## config.mk

```make
export PLATFORM = sky130hd
export DESIGN_NAME = cam_pattern_gen
export DESIGN_NICKNAME = d
export VERILOG_FILES = /design/src/rtl/cam_pattern_gen.sv
export SDC_FILE = /design/constraint.sdc
export NUM_CORES = 1
export LEC_CHECK = 0
export ABC_AREA = 1
export ABC_CLOCK_PERIOD_IN_PS = 2500
export BUFFER_PORTS_ARGS = -buffer_cell sky130_fd_sc_hd__buf_2
export CAP_MARGIN = 10
export CORE_ASPECT_RATIO = 1.4
export CORE_MARGIN = 3
export CORE_UTILIZATION = 48
export CTS_BUF_LIST = sky130_fd_sc_hd__clkbuf_4
export DETAILED_ROUTE_END_ITERATION = 10
export HOLD_SLACK_MARGIN = 0.1
export PLACE_DENSITY = 0.73
export SKIP_CTS_REPAIR_TIMING = 1
export SLEW_MARGIN = 40
export SYNTH_ARGS = -nofsm -noshare
export SYNTH_HDL_FRONTEND = slang
export SYNTH_SLANG_ARGS = --single-unit
```

## constraint.sdc

```tcl
create_clock -name clk_50 -period 2.5 [get_ports clk_50]
set_input_delay 0.75 -clock clk_50 [delete_from_list [all_inputs] [get_ports clk_50]]
set_output_delay 0.75 -clock clk_50 [all_outputs]
set_load 0.005 [all_outputs]
```

## src/rtl/cam_pattern_gen.sv

```systemverilog
// Camera-style test pattern source: pclk, vsync/href timing and pixel bytes.
// Everything except pclk advances on the clk_50 edge where pclk falls.
module cam_pattern_gen #(
   parameter int H_ACTIVE      = 320,
   parameter int V_ACTIVE      = 240,
   parameter int BYTES_PER_PIX = 2,
   parameter int H_BLANK       = 144,
   parameter int VSYNC_LINES   = 3,
   parameter int VBACK_LINES   = 17,
   parameter int VFRONT_LINES  = 10
) (
   input  logic       clk_50,
   input  logic       reset,
   input  logic       enable,
   input  logic [1:0] mode,
   input  logic [7:0] gray_level,
   output logic       pclk,
   output logic       vsync,
   output logic       href,
   output logic [7:0] data,
   output logic       frame_done
);

   localparam int ACT_BYTES = H_ACTIVE * BYTES_PER_PIX;
   localparam int LINE_LEN  = ACT_BYTES + H_BLANK;

   localparam logic [15:0] L_LAST  = 16'(LINE_LEN - 1);
   localparam logic [15:0] A_BYTES = 16'(ACT_BYTES);
   localparam logic [7:0]  B_LAST  = 8'(BYTES_PER_PIX - 1);
   localparam logic [15:0] VS_LAST = 16'(VSYNC_LINES - 1);
   localparam logic [15:0] VB_LAST = 16'(VBACK_LINES - 1);
   localparam logic [15:0] VA_LAST = 16'(V_ACTIVE - 1);
   localparam logic [15:0] VF_LAST = 16'(VFRONT_LINES - 1);

   typedef enum logic [2:0] {
      IDLE,
      VSYNC,
      VBACK,
      ACTIVE,
      VFRONT
   } state_t;

   state_t      state;
   state_t      state_nx;
   logic [15:0] hcnt;
   logic [15:0] hcnt_nx;
   logic [15:0] xcnt;
   logic [15:0] xcnt_nx;
   logic [15:0] lcnt;
   logic [15:0] lcnt_nx;
   logic [7:0]  bcnt;
   logic [7:0]  bcnt_nx;
   logic [15:0] lines_last;
   logic [7:0]  frame_cnt;
   logic [7:0]  gray_q;
   logic [1:0]  mode_q;
   logic        upd;
   logic        line_end;
   logic        last_line;
   logic        done_nx;
   logic        href_nx;
   logic        frame_start;
   logic [7:0]  pix;
   logic [7:0]  data_nx;

   // pclk high now means this edge drives it low: the update edge
   assign upd       = pclk;
   assign line_end  = (hcnt == L_LAST);
   assign last_line = (lcnt == lines_last);

   always_comb begin
      lines_last = 16'd0;
      unique case (state)
         VSYNC:   lines_last = VS_LAST;
         VBACK:   lines_last = VB_LAST;
         ACTIVE:  lines_last = VA_LAST;
         VFRONT:  lines_last = VF_LAST;
         default: lines_last = 16'd0;
      endcase
   end

   always_comb begin
      state_nx = state;
      hcnt_nx  = hcnt;
      xcnt_nx  = xcnt;
      bcnt_nx  = bcnt;
      lcnt_nx  = lcnt;
      done_nx  = 1'b0;
      if (state == IDLE) begin
         if (enable) state_nx = VSYNC;
      end else if (line_end) begin
         hcnt_nx = 16'd0;
         xcnt_nx = 16'd0;
         bcnt_nx = 8'd0;
         if (last_line) begin
            lcnt_nx = 16'd0;
            unique case (state)
               VSYNC:  state_nx = VBACK;
               VBACK:  state_nx = ACTIVE;
               ACTIVE: state_nx = VFRONT;
               VFRONT: begin
                  done_nx  = 1'b1;
                  state_nx = enable ? VSYNC : IDLE;
               end
               default: state_nx = IDLE;
            endcase
         end else begin
            lcnt_nx = lcnt + 16'd1;
         end
      end else begin
         hcnt_nx = hcnt + 16'd1;
         if (bcnt == B_LAST) begin
            bcnt_nx = 8'd0;
            xcnt_nx = xcnt + 16'd1;
         end else begin
            bcnt_nx = bcnt + 8'd1;
         end
      end
   end

   always_comb begin
      pix = 8'h00;
      unique case (mode_q)
         2'd0: pix = gray_q;
         2'd1: pix = xcnt_nx[8:1];
         2'd2: pix = lcnt_nx[7:0];
         2'd3: pix = {8{xcnt_nx[4] ^ lcnt_nx[4]}};
      endcase
   end

   assign href_nx     = (state_nx == ACTIVE) && (hcnt_nx < A_BYTES);
   assign frame_start = (state_nx == VSYNC) && (state != VSYNC);

   always_comb begin
      data_nx = 8'h00;
      if (href_nx) data_nx = (bcnt_nx == 8'd0) ? pix : frame_cnt;
   end

   always_ff @(posedge clk_50 or negedge reset) begin
      if (!reset) begin
         pclk  <= 1'b0;
         state <= IDLE;
         hcnt  <= 16'd0;
         xcnt  <= 16'd0;
         bcnt  <= 8'd0;
         lcnt  <= 16'd0;
      end else begin
         pclk <= ~pclk;
         if (upd) begin
            state <= state_nx;
            hcnt  <= hcnt_nx;
            xcnt  <= xcnt_nx;
            bcnt  <= bcnt_nx;
            lcnt  <= lcnt_nx;
         end
      end
   end

   // outputs are registered from next-state values so they align with state
   always_ff @(posedge clk_50 or negedge reset) begin
      if (!reset) begin
         vsync      <= 1'b0;
         href       <= 1'b0;
         data       <= 8'h00;
         frame_done <= 1'b0;
         frame_cnt  <= 8'd0;
         mode_q     <= 2'd0;
         gray_q     <= 8'h00;
      end else begin
         frame_done <= 1'b0;
         if (upd) begin
            vsync      <= (state_nx == VSYNC);
            href       <= href_nx;
            data       <= data_nx;
            frame_done <= done_nx;
            if (done_nx) frame_cnt <= frame_cnt + 8'd1;
            if (frame_start) begin
               mode_q <= mode;
               gray_q <= gray_level;
            end
         end
      end
   end

endmodule

```

---- After elaboration in Yosys (flattened, before gate mapping) ----
Cells that the tools add are included.
storage, ports and cells
  bits in registers ....................... 89
  bits of input ports ..................... 13
  output and inout port bits .............. 12
cells by class
  add/sub/neg operators ................... 5
  magnitude comparators ................... 1
  equality and inequality tests ........... 13
  mux-type cells .......................... 26
  bitwise gates (word level) .............. 3
  reductions and logical operators ........ 10
operator list
  cell                                                    number
  2-to-1 mux 16 bit                                       5
  one-hot mux 8 bit (4 select lines)                      2
  2-to-1 mux 8 bit                                        7
  adder 16 x 1 -> 16 bit (second input constant)          3
  adder 8 x 1 -> 8 bit (second input constant)            2
  equality test 16 x 10 -> 1 bit (second input constant)  1
  equality test 16 x 8 -> 1 bit                           1
  < comparator 16 x 10 -> 1 bit (second input constant)   1
  2-to-1 mux 3 bit                                        4
  one-hot mux 3 bit (4 select lines)                      1
  equality test 3 x 2 -> 1 bit (second input constant)    3
  2-to-1 mux 9 bit                                        1
  equality test 8 x 1 -> 1 bit (second input constant)    1
  zero test 8 bit                                         1
  equality test 3 x 1 -> 1 bit (second input constant)    2
  2-to-1 mux 1 bit                                        6
  AND reduction 3 bit                                     2
  equality test 2 bit (second input constant)             2
  AND reduction 2 bit                                     2
  equality test 3 bit (second input constant)             1
  zero test 3 bit                                         1
  != test 3 x 1 -> 1 bit (second input constant)          1
  equality test 2 x 1 -> 1 bit (second input constant)    1
  logical AND 1 bit                                       2
  4 further kinds                                         5

---- Logic depth before layout (Yosys ltp) ----
  depth after elaboration ................. 10
  gate-level depth with buffers ........... 19
  gate-level depth less buffers ........... 18

---- Worst setup path before layout ----
Ideal clock, no wire load.
  path type ............................... register -> register
  start point ............................. register bcnt[1]
  end point ............................... register data[0]
  library setup time ...................... 66 ps
  arrival ................................. 1893 ps
  data required time ...................... 2434 ps
  setup slack ............................. 541 ps
  cell stages (with the launch flop) ...... 18
  buffers on the path ..................... 1
  period minus slack after synthesis ...... 1959 ps
  cell sequence ........................... dfrtp_1 inv_1 ha_1 nand4_1 nor2_2 nand2_1 nand2_2 inv_2 nand3_1 nand2_1 nor2_2 nand2_2 buf_6 nor2_2 nand2_1 nand2_1 nand2_1 nand2_1
on the way
  longest elaborated chain between the ends .. 8
ends and longest elaborated chain
  item                                                                          RTL line  source
  start: declaration                                                            51        logic [7:0] bcnt;
  start signal: assignment                                                      153       bcnt <= bcnt_nx;
  parallel branches: the longest is 6 deep, another holds adder 8 x 1 -> 8 bit  n/a
  2-to-1 mux 8 bit (*) (2 in a row)                                             136       if (href_nx) data_nx = (bcnt_nx == 8'd0) ? pix : frame_cnt;
  end signal: assignment                                                        174       data <= data_nx;
  end: declaration                                                              20        output logic [7:0] data,
Mark *: on every way between the ends. The select of a mux whose other input is x is not followed.
A chain may end at the register's enable or synchronous reset.

---- Worst setup path after layout ----
  start point ............................. register bcnt[1]
  end point ............................... register data[6]
Same word-level chain as after synthesis.

==> impl_metrics.tcl <==
set metrics [dict create \
    status "completed" \
    clk_latency_ps 450 \
    hold_violations 0 \
    antennaDiodeCount 0 \
    dpl_cell_area_um2 5550 \
    grt_pass1_vias 4714 \
    io_buffers 24 \
    ant_nets 0 \
    wl_per_cell_um 14.0 \
    drc 0 \
    antenna_found_initial 0 \
    pin_count 25 \
    placementRows 44 \
    netlist_instances 754 \
    grt_first_pass_wirelength_mm 21.9 \
    synthMostInstantiatedCell "nand2_1" \
    vias_per_cell 5.42 \
    regArea_um2 2060 \
    cp-end-kind "register" \
    drv_cap 0 \
    synthDistinctLibCells 42 \
    die_h_um 130 \
    yosys-top-cells-count "nand2_1, nor2_1, dfrtp_1" \
    die_w_um 94.6 \
    r2r_cells 16 \
    crit_fanout 12 \
    path_cells "inv_1 -> ha_2 -> nand4_1 -> nor2_4 -> nand2_1 -> nand2_2 -> inv_2 -> nand3_2 -> nand2_1 -> nor2_1 -> nand2_4 -> buf_4 -> nand2_1 -> nand2_1 -> nand2_1 -> nand2_1" \
    drive_gt1_frac 0.140 \
    arrival_ps 2720 \
    setup-violations-final 0 \
    power.density_nw_per_um2 376 \
    use_met1 0.269 \
    syn_area_per_cell_um2 6.99 \
    total_power_mw 2.18 \
    synthArstFlopShare 1.00 \
    num_vias 5036 \
    ys.flop_type "dfrtp_1" \
    max-vdd-ir-drop_mv 0.315 \
    cts_tree "done" \
    cp-start-kind "register" \
    clkTransAtPathRegs_ps 140 \
    yosys.area.top_type "dfrtp_1" \
    post-dp-hpwl_mm 9.74 \
    ys_ff_latch 82 \
    cts-root-buf "clkbuf_4" \
    area_delta_synth_final_pct 10.1 \
    period_minus_slack_ps 2360 \
    synth-edff-count 0 \
    cts_buffers 9 \
    final_core_util 0.549 \
    grt_busiest_layer "met2" \
    die_area_um2 12300 \
    final.setup.worst_slack_ps 138 \
    place_ws_ps -13.2 \
    period_share 0.945 \
    fin_skew_ps 12.5 \
    met3_usage 0.0334 \
    cpMostUsedCell "nand2_1" \
    r2r-start "bcnt[1]$_DFFE_PN0P_" \
    crit_slowest_cell "dfrtp_1" \
    cts.path.max_buffers 2 \
    ys_seq_area_frac 0.389 \
    place_congestion 0.911 \
    worstSetupPathType "register to register" \
    fin_nets 806 \
    gr-total-overflow 0 \
    use_met2 0.398 \
    clock-sinks 82 \
    dr.pass1.iters 6 \
    yosys-top-cells-area "dfrtp_1, nand2_1, nand3_1" \
    cp.required_ps 2860 \
    final_area_um2 5810 \
    max_stage_delay_ps 440 \
    grt_max_degree 51 \
    slew_headroom 0.697 \
    max_freq_ghz 0.423 \
    htreeDepth 3 \
    hp-class "input port to asynchronous set/reset pin" \
    grtUsageTotal 0.224 \
    mappedNetlistArea_um2 5270 \
    ff2ff_setup_slack_ps 140 \
    r2r-end "data[6]$_DFFE_PN0P_" \
    start_util 0.499 \
    syn_nets 773 \
    p_leak_nw 3.15 \
    coreArea_um2 10600 \
    synth_top_area_share 0.389 \
    tightest_slew_ps 455 \
    final_max_slew_viol_count 0 \
    detailedRoute.firstIterationViolations 308 \
    multi_input_area_um2 2840 \
    yosysWarnings 0 \
    fillerInstances 1010 \
    finalSetupTns_ps 0 \
    wl_mm 13.0 \
]
[logic make-up (layout without fill, tap and decap cells)]
family	count (synthesis)	count (layout)	synth area share
xor+xnor	19	19	0.0316
fa+ha+maj	6	6	0.0142
simple gates	472	472	0.398
buf+inv	102	140	0.0802
flops	82	82	0.389
compound gates	64	64	0.0681
mux	9	9	0.0192
[critical path: cells and delay by family, from the launching register on]
kind | cells | cell delay (ps)
AND/OR/NAND/NOR | 12 | 1300
flip-flops | 1 | 440
buffers and inverters | 3 | 330
adder cells (fa/ha/maj) | 1 | 200
[worst max-delay path by stage]
stage,startpoint,cells after the start,slack (ps),endpoint
after floorplan,bcnt[1]$_DFFE_PN0P_,17,540,data[0]$_DFFE_PN0P_
after global placement,bcnt[1]$_DFFE_PN0P_,16,30,data[6]$_DFFE_PN0P_
after detailed placement,bcnt[1]$_DFFE_PN0P_,16,-10,data[6]$_DFFE_PN0P_
after CTS,bcnt[1]$_DFFE_PN0P_,16,-60,data[6]$_DFFE_PN0P_
after global routing,bcnt[1]$_DFFE_PN0P_,16,-40,data[4]$_DFFE_PN0P_
final,bcnt[1]$_DFFE_PN0P_,16,140,data[6]$_DFFE_PN0P_
[state kept, by name, indices dropped and copies added, names as in the netlist]
register,flops
bcnt,8
hcnt,16
xcnt,9
href,1
state,3
frame_cnt,8
gray_q,8
vsync,1
pclk,1
frame_done,1
lcnt,16
data,8
mode_q,2
[layout by cell type, fill, tap and decap left out, types with 3 or more instances in the layout]
cell      Yosys  final
inv_1        71     70
buf_2         5     23
nand2_4       2      3
nand3_2       5      6
a31oi_1       3      3
a21oi_1       7      7
dfrtp_1      82     79
inv_2         7      7
nand2_1     244    243
buf_4         2     17
clkbuf_4      0      9
nor3_1       10     10
nor2_4        1      3
xnor2_1       8      8
nand2_2       6      6
nor2_1       83     82
nor2_2       13     12
dfrtp_2       0      3
xor2_1       11     10
nand4_1      27     27
mux2_2        3      3
nand3_1      74     73
ha_1          6      4
mux2_1        6      6
o22ai_1       7      7
o21ai_0      37     37
[metal layers]
| layer | part of all wire | up-vias |
|---|---|---|
| li1 | - | 2508 |
| met1 | 0.41 | 2363 |
| met2 | 0.52 | 138 |
| met3 | 0.039 | 27 |
| met4 | 0.031 | 0 |
| met5 | 0 | - |
[power by group]
group          leakage (nW)  internal [mW]  switching, mW  total [mW]
Clock                0.0769          0.313          0.501       0.815
Sequential             1.10           1.33              0        1.33
Combinational          1.97         0.0104         0.0298      0.0402
Total                  3.15           1.65          0.531        2.18
[final cells by class]
| class | count | share of cell area |
|---|---|---|
| multi-input cells | 570 | 0.488 |
| flip-flops and latches | 82 | 0.354 |
| inverters | 82 | 0.0541 |
| repair buffers | 42 | 0.0487 |
| well taps | 138 | 0.0297 |
| clock inverters | 7 | 0.0134 |
| clock buffers | 9 | 0.0116 |
[per-stage QoR]
step	instances	hold slack [ps]
floorplan	754	443
global placement	905	458
detailed placement	905	464
CTS	921	220
global route	930	215
finish	930	218
Note: power is estimated with default switching activity, not from simulation.
